===== src/rtl/bid_master.sv =====
// rtl/bid_master.sv - bidding master agent for one bmif port: command FIFO, bid FSM, balance mirror
// Optional feature macro: BID_ESCALATE_EN (raise the bid while waiting for a grant).
module bid_master #(
    parameter int FIFO_DEPTH = 4,
    parameter int ADDR_W     = 32,
    parameter int DATA_W     = 32,
    parameter int REQ_W      = 4,
    parameter int INIT_BAL   = 900,
    parameter int ESC_CYC    = 8
) (
    input  logic               clk,
    input  logic               rst,
    input  logic signed [31:0] rst_balance,
    input  logic signed [31:0] rst_clock,
    input  logic signed [31:0] max_balance,
    input  logic               cmd_valid,
    output logic               cmd_ready,
    input  logic [ADDR_W-1:0]  cmd_addr,
    input  logic               cmd_rw,
    input  logic [DATA_W-1:0]  cmd_wdata,
    input  logic [REQ_W-1:0]   cmd_bid,
    output logic [REQ_W-1:0]   req,
    input  logic               grant,
    output logic [ADDR_W-1:0]  addr,
    output logic               RW,
    output logic [DATA_W-1:0]  DataToSlave,
    input  logic [DATA_W-1:0]  DataFromSlave,
    output logic               rsp_valid,
    output logic               rsp_rw,
    output logic [DATA_W-1:0]  rsp_rdata,
    output logic signed [31:0] balance,
    output logic [15:0]        grant_cnt
);
    localparam int PW = $clog2(FIFO_DEPTH);

    typedef enum logic {IDLE, BID} state_t;
    state_t state, state_d;

    logic [ADDR_W-1:0] mem_addr  [FIFO_DEPTH];
    logic              mem_rw    [FIFO_DEPTH];
    logic [DATA_W-1:0] mem_wdata [FIFO_DEPTH];
    logic [REQ_W-1:0]  mem_bid   [FIFO_DEPTH];

    logic [PW:0]        wr_ptr, rd_ptr, count;
    logic [PW-1:0]      head, load_idx;
    logic               push, pop, load;
    logic [REQ_W-1:0]   bid_reg, raw_bid, load_bid;
    logic signed [31:0] repl_cnt, bal_sum, bal_diff, bal_cap;
    logic               repl_hit;

    assign count     = wr_ptr - rd_ptr;
    assign cmd_ready = (count != (PW+1)'(FIFO_DEPTH));
    assign push      = cmd_valid && cmd_ready;
    assign head      = rd_ptr[PW-1:0];
    assign req       = (state == BID) ? bid_reg : '0;

    // bal_cap = max(1, balance-1): the highest bid the arbiter will still honour
    assign bal_cap  = (balance > 32'sd1) ? (balance - 32'sd1) : 32'sd1;
    assign bal_sum  = balance + rst_balance;
    assign bal_diff = balance - $signed({{(32-REQ_W){1'b0}}, bid_reg});
    assign repl_hit = (repl_cnt == rst_clock);

    always_comb begin
        state_d  = state;
        load     = 1'b0;
        pop      = 1'b0;
        load_idx = head;
        case (state)
            IDLE: begin
                if (count != '0) begin
                    load    = 1'b1;
                    state_d = BID;
                end
            end
            BID: begin
                if (grant) begin
                    pop = 1'b1;
                    if (count > (PW+1)'(1)) begin
                        load     = 1'b1;
                        load_idx = head + PW'(1);
                    end else begin
                        state_d = IDLE;
                    end
                end
            end
            default: state_d = IDLE;
        endcase
    end

    always_comb begin
        raw_bid  = mem_bid[load_idx];
        load_bid = (raw_bid == '0) ? REQ_W'(1) : raw_bid;
        if ($signed({{(32-REQ_W){1'b0}}, load_bid}) >= balance)
            load_bid = REQ_W'(bal_cap);
    end

`ifdef BID_ESCALATE_EN
    localparam int ESC_W   = $clog2(ESC_CYC) + 1;
    localparam int REQ_MAX = (1 << REQ_W) - 1;
    logic [ESC_W-1:0] esc_cnt;
    logic [REQ_W-1:0] esc_cap;
    assign esc_cap = (bal_cap >= REQ_MAX) ? '1 : REQ_W'(bal_cap);
`endif

    always_ff @(posedge clk) begin
        if (rst) state <= IDLE;
        else     state <= state_d;
    end

    always_ff @(posedge clk) begin
        if (push) begin
            mem_addr[wr_ptr[PW-1:0]]  <= cmd_addr;
            mem_rw[wr_ptr[PW-1:0]]    <= cmd_rw;
            mem_wdata[wr_ptr[PW-1:0]] <= cmd_wdata;
            mem_bid[wr_ptr[PW-1:0]]   <= cmd_bid;
        end
    end

    always_ff @(posedge clk) begin
        if (rst) begin
            wr_ptr      <= '0;
            rd_ptr      <= '0;
            addr        <= '0;
            RW          <= 1'b0;
            DataToSlave <= '0;
            bid_reg     <= '0;
            rsp_valid   <= 1'b0;
            rsp_rw      <= 1'b0;
            rsp_rdata   <= '0;
            grant_cnt   <= '0;
            balance     <= INIT_BAL;
            repl_cnt    <= '0;
`ifdef BID_ESCALATE_EN
            esc_cnt     <= '0;
`endif
        end else begin
            if (push) wr_ptr <= wr_ptr + 1'b1;
            rsp_valid <= pop;
            if (pop) begin
                rd_ptr    <= rd_ptr + 1'b1;
                grant_cnt <= grant_cnt + 16'd1;
                rsp_rw    <= RW;
                rsp_rdata <= RW ? '0 : DataFromSlave;
            end
            if (load) begin
                addr        <= mem_addr[load_idx];
                RW          <= mem_rw[load_idx];
                DataToSlave <= mem_wdata[load_idx];
                bid_reg     <= load_bid;
            end
`ifdef BID_ESCALATE_EN
            if (pop || load) begin
                esc_cnt <= '0;
            end else if (state == BID) begin
                if (esc_cnt == ESC_W'(ESC_CYC - 1)) begin
                    esc_cnt <= '0;
                    if (bid_reg < esc_cap) bid_reg <= bid_reg + 1'b1;
                end else begin
                    esc_cnt <= esc_cnt + 1'b1;
                end
            end
`endif
            // a grant landing on the replenish cycle is never charged, matching the arbiter
            if (repl_hit) begin
                repl_cnt <= '0;
                balance  <= (bal_sum > max_balance) ? max_balance : bal_sum;
            end else begin
                repl_cnt <= repl_cnt + 32'sd1;
                if (pop) balance <= (bal_diff < 32'sd1) ? 32'sd1 : bal_diff;
            end
        end
    end
endmodule


===== config.mk =====
export PLATFORM = sky130hd
export DESIGN_NAME = bid_master
export DESIGN_NICKNAME = d
export VERILOG_FILES = /design/src/rtl/bid_master.sv
export SDC_FILE = /design/constraint.sdc
export NUM_CORES = 1
export LEC_CHECK = 0
export ABC_AREA = 1
export CAP_MARGIN = 10
export CORE_ASPECT_RATIO = 0.75
export CORE_UTILIZATION = 50
export DETAILED_ROUTE_END_ITERATION = 10
export PLACE_DENSITY = 0.75
export SLEW_MARGIN = 20
export SYNTH_ARGS = -nofsm -noshare
export SYNTH_HDL_FRONTEND = slang
export SYNTH_SLANG_ARGS = --single-unit
export TNS_END_PERCENT = 5

===== constraint.sdc =====
create_clock -name clk -period 5.5 [get_ports clk]
set_input_delay 0.55 -clock clk [delete_from_list [all_inputs] [get_ports clk]]
set_output_delay 0.55 -clock clk [all_outputs]
set_load 0.01 [all_outputs]

# Yosys cells after proc, flatten, opt, wreduce, memory -nomap -nowiden
# Memory sizes are Yosys's and may differ from the RTL's. A register that Yosys moved wholly into a read port is not among the register bits.
# Cells that the tools add are included.
# op_classes
n_mux	22
n_reduce_logical	5
eq_ne	2
bitwise_logic	1
magnitude_cmp	5
add_sub_neg	9
# ops
op	count
32-bit two-way mux	5
32-bit by 2-bit adder with 32-bit output (second input constant)	1
32-bit adder	1
32-bit equality test	1
5-bit by 32-bit greater-or-equal comparator with 1-bit output	1
32-bit by 2-bit greater-than comparator with 1-bit output (second input constant)	1
32-bit greater-than comparator	1
32-bit by 2-bit < comparator with 1-bit output (second input constant)	1
32-bit by 5-bit subtractor with 32-bit output	1
16-bit by 1-bit adder with 16-bit output (second input constant)	1
4-bit two-way mux	4
1-bit two-way mux	8
3-bit by 1-bit adder with 3-bit output (second input constant)	2
2-bit two-way mux	3
4-bit zero test	1
1-bit one-hot mux with 2 select lines	2
4-bit by 2-bit subtractor with 4-bit output (second input constant)	1
3-bit by 1-bit greater-than comparator with 1-bit output (second input constant)	1
3-bit != test (second input constant)	1
3-bit nonzero test	1
3-bit subtractor	1
2-bit by 1-bit adder with 2-bit output (second input constant)	1
2-bit nonzero test	1
2-bit OR reduction	1
other kinds (2)	2
# word_totals
mem_bits_rw	276
n_memories	4
input_bits	201
ff_bits	125
# memory_table
name	words	width	read_ports	rd_ports_with_merged_regs	wr	line_no	rtl
mem_addr	4	32	1	1	1	39	logic [ADDR_W-1:0] mem_addr [FIFO_DEPTH];
mem_wdata	4	32	1	1	1	41	logic [DATA_W-1:0] mem_wdata [FIFO_DEPTH];
mem_bid	4	4	1	0	1	42	logic [REQ_W-1:0] mem_bid [FIFO_DEPTH];
mem_rw	4	1	1	1	1	40	logic mem_rw [FIFO_DEPTH];

# Logic depth before layout (Yosys ltp)
# Gate-level depths: netlist (run 1).
# An unclocked memory read counts as a cell.
# logic_depth
depth_word	10
depth_mapped	29
ltp_nobuf	28

# Least setup slack after synthesis (run 1)
# Ideal clock, no wire load.
# synth_timing
kind	register to register
startpoint	reg wr_ptr[0]
endpoint	reg wr_ptr[2]
arrival_ps	4860
stages_incl_launch_ff	11
t_required_ps	5410
setup_time_ps	90
synth_period_minus_slack_ps	4950
slack_ps	550
cell_sequence	dfxtp_1 > inv_1 > ha_1 > fa_1 > nand2_2 > nand2_1 > nand3_1 > nand2_1 > nor2_1 > o21ai_0 > a21oi_1
# synth_via
elab_chain_cells	3
word_cells_on_any_way	4
classes_between	add/sub (2); eq/ne (1); reduce/logical (1)
# synth_rtl
element	line_no	rtl
from (decl)	44	logic [PW:0] wr_ptr, rd_ptr, count;
from (signal assigned)	137	if (push) wr_ptr <= wr_ptr + 1'b1;
3-bit subtractor	51	assign count = wr_ptr - rd_ptr;
3-bit != test	52	assign cmd_ready = (count != (PW+1)'(FIFO_DEPTH));
net cmd_ready	17	output logic cmd_ready,
1-bit logical AND	53	assign push = cmd_valid && cmd_ready;
# The timed path passes the listed nets, and every way through them passes these cells.
# A chain may end at the register's enable or synchronous reset.

# Worst setup path in the final report (run 1)
# layout_timing
startpoint	reg balance[0]
endpoint	reg balance[8]
# layout_via
elab_chain_cells	5
word_cells_on_any_way	8
classes_between	add/sub (2); order compare (2); mux (4)
# layout_rtl
element	line_no	rtl
from (decl)	31	output logic signed [31:0] balance,
from (signal assigned)	166	balance <= (bal_sum > max_balance) ? max_balance : bal_sum;
from (signal assigned)	169	if (pop) balance <= (bal_diff < 32'sd1) ? 32'sd1 : bal_diff;
32-bit by 5-bit subtractor with 32-bit output	60	assign bal_diff = balance - $signed({{(32-REQ_W){1'b0}}, bid_reg});
32-bit by 2-bit < comparator with 1-bit output	169	
32-bit two-way mux (2 in a row)	169	
32-bit two-way mux *	164	if (repl_hit) begin
# Every way passes the cells marked *; elsewhere a longest branch is shown, timed or not. The select of a mux whose other input is x is not followed.

==> results.json, run 1 <==
{
  "finish.instance_area_sq_mm": 0.02881,
  "finalCritPeriodShare_pct": 81.33,
  "crit_fanout": 21,
  "worstSetupPathType": "flop to flop",
  "cts.clk_slew.worst_paths_ns": 0.06,
  "nets": 3254,
  "multi_input_area_sq_mm": 0.009445,
  "cts_root_buffer": "clkbuf_16",
  "drt-vias-per-instance": 5.581,
  "ctsHoldBuffers": 0,
  "slew_violations": 0,
  "die_area_sq_mm": 0.04734,
  "start_util_pct": 50.57,
  "die_h_microns": 188.7,
  "place_congestion": 1.026,
  "ctsResizeCount": 0,
  "grt_pass1_vias": 18950,
  "seqCellArea_sq_mm": 0.01209,
  "relSlewSlack_pct": 30.50,
  "dpl_cell_area_sq_mm": 0.02730,
  "min_path_type": "flop to flop",
  "crit_path_frequent_cell": "nand2_1",
  "setup-tns-final_ns": 0,
  "synth_ff_type": "edfxtp_1",
  "path_buf_inv": 2,
  "antenna_found_initial": 5,
  "critPathArrivalTime_ns": 4.88,
  "worst_pin_slew_ns": 1.040,
  "synth_area_per_cell_sq_um": 8.787,
  "die_x_microns": 250.9,
  "placedCellCount": 3516,
  "clock-sinks": 466,
  "clkLatencyLatePin_ns": 0.58,
  "synthToLayoutAreaGrowth_pct": 24.02,
  "cpPeakStageDelay_ns": 0.48,
  "cts_tree": "done",
  "port_buffers": 352,
  "ys_types": 46,
  "place_ws_ns": 0.7222,
  "cp.required_ns": 5.90,
  "fmax_ghz": 0.2236,
  "detailed_place_hpwl_microns": 49160,
  "wl_per_cell_microns": 19.38,
  "skew_ns": 0.02804,
  "setup_viol": 0,
  "final_cell_count_no_fill": 3603,
  "final_cell_mix": "nand2_1 (403), clkdlybuf4s50_1 (352), inv_1 (303)",
  "critPathLaunchType": "flop",
  "first_pass_iters": 5,
  "ir_drop_v": 0.0003463,
  "outcome": "finished, final reports clean",
  "route.detailed.drc": 0,
  "synth_edf_count": 276,
  "max-cap-violations": 0,
  "grt_setup_unrepaired": "no",
  "hold_viol_final": 0,
  "ys_seq_area_share_pct": 52.04,
  "vias": 20110,
  "finalCriticalPeriod_ns": 4.473,
  "n_fill_cell": 3765,
  "p_leak_nw": 11.56,
  "power_per_cell_area_mw_per_mm2": 416.9,
  "drt_wl_total_microns": 69820,
  "ys_warn_count": 0,
  "track_usage_pct": 28.96,
  "dr.first_iter.drc_count": 1610,
  "num_rows": 68,
  "core_sq_mm": 0.04594,
  "synth-seq-cells": 466,
  "final_antenna_net_count": 0,
  "grt_max_degree": 85,
  "fin_ws_ns": 1.027,
  "numCtsBuffers": 45,
  "cp_top_family": "simple AND/OR/NAND/NOR gates",
  "syn_inst": 2644,
  "whs_ns": 0.4647,
  "end_kind": "flop",
  "timing.critical_path.slowest_stage_cell": "a21oi_1",
  "post-cts-setup-buffers": 0,
  "final_common_cell": "nand2_1",
  "io_pins": 353,
  "clockBufferDepth": 3,
  "grt_overflow": 0,
  "syn_nets": 2930,
  "grt_first_pass_wirelength_microns": 107200,
  "drive_gt1_share_pct": 6.090,
  "syn_area_sq_mm": 0.02323,
  "async_flop_share_pct": 0,
  "htreeDepth": 2
}
## layout make-up
class | instances | area share [%]
Clock buffer | 58 | 4.251
Antenna cell | 3 | 0.02605
Timing Repair Buffer | 387 | 13.27
Clock inverter | 26 | 0.9814
Tap cell | 595 | 2.584
Multi-Input combinational cell | 1751 | 32.78
Inverter | 317 | 4.143
Sequential cell | 466 | 41.96
## cells by family (layout without fill, tap and decap cells)
| family | Yosys count | count (layout) | share of synthesized area (%) |
|---|---|---|---|
| flip-flops | 466 | 466 | 52.04 |
| adder cells (fa/ha/maj) | 85 | 85 | 4.674 |
| other | 0 | 3 | 0 |
| AND/OR/NAND/NOR | 994 | 994 | 18.72 |
| XOR/XNOR | 74 | 74 | 2.790 |
| buffers and inverters | 427 | 788 | 7.464 |
| AO/OA/AOI/OAI | 598 | 598 | 14.30 |
## worst reg2reg max path, stage by stage (launching register included)
cell and delay [ns]:
dfxtp_1 0.44, ha_1 0.29, fa_1 0.39, nand2_1 0.09, a21oi_1 0.12, nand2_1 0.09, nand2_1 0.12, nand2_1 0.09
nand2_1 0.13, a21oi_1 0.48, inv_1 0.08, nand2_1 0.17, nand2_1 0.08, ha_1 0.27, nand2_1 0.04, nor2_1 0.19
nand4_1 0.11, nor2_1 0.14, nand2_1 0.08, nand2_1 0.07, nand2_1 0.07, nand3_1 0.16, buf_4 0.28, nand2_1 0.09
nand3_1 0.08, nand2_1 0.06, nand2_1 0.05, nand2_1 0.06
## cells in the mapped netlist (all sizes together) (3+ instances only)
cell type | count | area [sq um]
a21o | 5 | 37.54
a21oi | 152 | 768.2
a31oi | 4 | 25.02
buf | 45 | 297.8
clkbuf | 65 | 245.2
dfxtp | 190 | 3804
edfxtp | 276 | 8288
fa | 3 | 60.06
ha | 82 | 1026
inv | 316 | 1186
nand2 | 417 | 1610
nand3 | 119 | 633.1
nand3b | 4 | 30.03
nand4 | 51 | 319.1
nor2 | 318 | 1236
nor3 | 46 | 260.3
nor3b | 9 | 67.56
nor4 | 12 | 81.33
o21a | 5 | 37.54
o21ai | 290 | 1466
o21bai | 73 | 548.0
o22ai | 65 | 406.6
or2 | 18 | 112.6
xnor2 | 27 | 236.5
xor2 | 47 | 411.6
## where the power goes
group          switching [W]  internal (W)  leakage, nW  total, W
Combinational        0.00270       0.00167         6.73   0.00437
Sequential          0.000303       0.00420         4.09   0.00450
Clock                0.00136       0.00178        0.734   0.00314
## path summary, 6_finish.rpt
| kind | from | end | slack (ns) | cells past startpoint |
|---|---|---|---|---|
| worst max register to register | balance[0]$_SDFFE_PP0P_ | balance[8]$_SDFFE_PP1P_ | 1.03 | 27 |
| worst min-delay path | rsp_rdata[8]$_SDFFE_PP0P_ | rsp_rdata[8]$_SDFFE_PP0P_ | 0.46 | 2 |
| worst min register to register | rsp_rdata[8]$_SDFFE_PP0P_ | rsp_rdata[8]$_SDFFE_PP0P_ | 0.46 | 2 |
| worst max-delay path | balance[0]$_SDFFE_PP0P_ | balance[8]$_SDFFE_PP1P_ | 1.03 | 27 |
## layer usage
metal | vias up | wire length (microns) | global-route usage, %
li1 | 9627 | - | -
met1 | 9540 | 31300 | 41.16
met2 | 831 | 30720 | 44.53
met3 | 106 | 6332 | 6.893
met4 | 6 | 1432 | 7.176
met5 | - | 39 | 0
## per-stage QoR
step                      utilization, %  total power [W]
final                              62.72          0.01201
after global routing               62.70          0.01267
after CTS                          62.69          0.01202
after detailed placement           59.41         0.008859
after global placement             59.41         0.008773
after floorplan                        -         0.007128
Power figures use the tool's default switching activity.
==> inputs of run 2 (changes only) <==
- clock period: 5.5 -> 4.6 ns (I/O delays scaled with it)
==> run 2 against run 1 <==
Against the previous run:
- combinational power grew 24%
- flip-flop and latch count is the same
- worst hold slack lost 0.025 ns
- critical path depth shrank 3
- fmax grew 5.7%
- wire length grew 2.6%
- non-clock buffer count grew 35
- clock power grew 17%
- register-to-register slack lost 0.66 ns
- global-route usage grew 0.75 points
- critical endpoint is now balance[11]$_SDFFE_PP0P_
- highest routed layer unchanged
==> results.json, run 2 (synthesis results as in run 1) <==
{
  "outcome": "finished, final reports clean",
  "vias": 20150,
  "crit_path_frequent_cell": "nand2_1",
  "port_buffers": 352,
  "cts_root_buffer": "clkbuf_16",
  "fmax_ghz": 0.2364,
  "path_buf_inv": 3,
  "die_area_sq_mm": 0.04734,
  "synthToLayoutAreaGrowth_pct": 25.17,
  "setup-tns-final_ns": 0,
  "final_cell_mix": "nand2_1 (404), clkdlybuf4s50_1 (352), inv_1 (303)",
  "drt-vias-per-instance": 5.541,
  "cp.required_ns": 5.05,
  "ctsResizeCount": 0,
  "grt_pass1_vias": 19520,
  "num_rows": 68,
  "die_h_microns": 188.7,
  "crit_fanout": 28,
  "cts_tree": "done",
  "critPathArrivalTime_ns": 4.68,
  "relSlewSlack_pct": 39.75,
  "ctsHoldBuffers": 0,
  "first_pass_iters": 6,
  "track_usage_pct": 29.71,
  "multi_input_area_sq_mm": 0.009443,
  "n_fill_cell": 3818,
  "dpl_cell_area_sq_mm": 0.02760,
  "path_cells": "ha_1 > fa_1 > nand2_1 > a21oi_1 > nand2_1 > nand2_1 > nand2_1 > nand2_1 > a21oi_1 > inv_1 > nand2_1 > nand2_1 > ha_1 > nand2_1 > nor2_1 > nand4_1 > nor2_1 > nand2_1 > nand3_1 > buf_4 > buf_4 > nand4_1 > nand3_1 > a21oi_1",
  "min_path_type": "input port to flop",
  "whs_ns": 0.4399,
  "ir_drop_v": 0.0003996,
  "clock-sinks": 466,
  "worstSetupPathType": "flop to flop",
  "grt_setup_unrepaired": "no",
  "slew_violations": 0,
  "antenna_found_initial": 5,
  "dr.first_iter.drc_count": 1901,
  "cpPeakStageDelay_ns": 0.39,
  "post-cts-setup-buffers": 0,
  "grt_overflow": 0,
  "drive_gt1_share_pct": 7.039,
  "seqCellArea_sq_mm": 0.01209,
  "clkLatencyLatePin_ns": 0.58,
  "hold_viol_final": 0,
  "skew_ns": 0.02882,
  "final_common_cell": "nand2_1",
  "htreeDepth": 2,
  "final_antenna_net_count": 0,
  "final_util_pct": 63.30,
  "max-cap-violations": 0,
  "numCtsBuffers": 45,
  "end_kind": "flop",
  "setup_viol": 0,
  "power_per_cell_area_mw_per_mm2": 496.3,
  "cp_top_family": "simple AND/OR/NAND/NOR gates",
  "core_sq_mm": 0.04594,
  "detailed_place_hpwl_microns": 50990,
  "route.detailed.drc": 0,
  "io_pins": 353,
  "finalCritPeriodShare_pct": 91.97,
  "critPathLaunchType": "flop",
  "start_util_pct": 50.57,
  "wl_per_cell_microns": 19.70,
  "grt_first_pass_wirelength_microns": 109700,
  "p_leak_nw": 11.73,
  "finalCriticalPeriod_ns": 4.231,
  "finish.instance_area_sq_mm": 0.02908,
  "grt_max_degree": 86,
  "nets": 3289,
  "clockBufferDepth": 3,
  "cts.clk_slew.worst_paths_ns": 0.07,
  "place_congestion": 1.025,
  "timing.critical_path.slowest_stage_cell": "fa_1",
  "drt_wl_total_microns": 71640,
  "die_x_microns": 250.9,
  "worst_pin_slew_ns": 0.9038
}
==> run 2: final timing paths <==
kind                            slack (ns)  depth (start not counted)                    start                          to
worst max-delay path                  0.37                         24  balance[0]$_SDFFE_PP0P_    balance[11]$_SDFFE_PP0P_
worst min-delay path                  0.44                          3        DataFromSlave[18]  rsp_rdata[18]$_SDFFE_PP0P_
worst max register to register        0.37                         24  balance[0]$_SDFFE_PP0P_    balance[11]$_SDFFE_PP0P_
worst min register to register        0.46                          2  repl_cnt[31]$_SDFF_PP0_     repl_cnt[31]$_SDFF_PP0_
==> run 2: layer usage <==
metal,GRT usage [%],wire length (microns),up-vias,share of wire (%)
met1,41.21,32070,9551,45
met5,0,62,-,0.087
li1,-,-,9682,-
met3,5.843,5547,127,7.7
met2,47.78,32410,779,45
met4,7.528,1554,8,2.2
==> run 2: stage by stage <==
| step | power, W | std cells | worst slack (ns) |
|---|---|---|---|
| floorplan | 0.008523 | 2644 | -0.2898 |
| global placement | 0.01065 | 3551 | 0.1720 |
| detailed placement | 0.01075 | 3551 | 0.008707 |
| CTS | 0.01445 | 3635 | 0.4809 |
| global route | 0.01522 | 3635 | 0.1541 |
| finish | 0.01443 | 3636 | 0.3692 |
==> run 2: final cells by class <==
class | instances | area share (%)
flip-flops and latches | 466 | 41.58
clock buffers | 67 | 4.432
well taps | 595 | 2.560
diodes | 1 | 0.008605
inverters | 317 | 4.105
multi-input cells | 1751 | 32.47
repair buffers | 422 | 14.18
clock inverters | 17 | 0.6626
==> run 2: worst register-to-register path: cells and delay by family (launching register included) <==
kind                     cells  cell delay, ns
AND/OR/NAND/NOR             15            1.65
buffers and inverters        3            0.63
adder cells (fa/ha/maj)      3            0.90
flip-flops                   1            0.38
AO/OA/AOI/OAI                3            0.52
==> run 2: where the power goes <==
part           switching, W  internal [W]  total (W)
clock network       0.00159       0.00208    0.00367
registers          0.000309       0.00502    0.00533
logic               0.00333       0.00210    0.00543
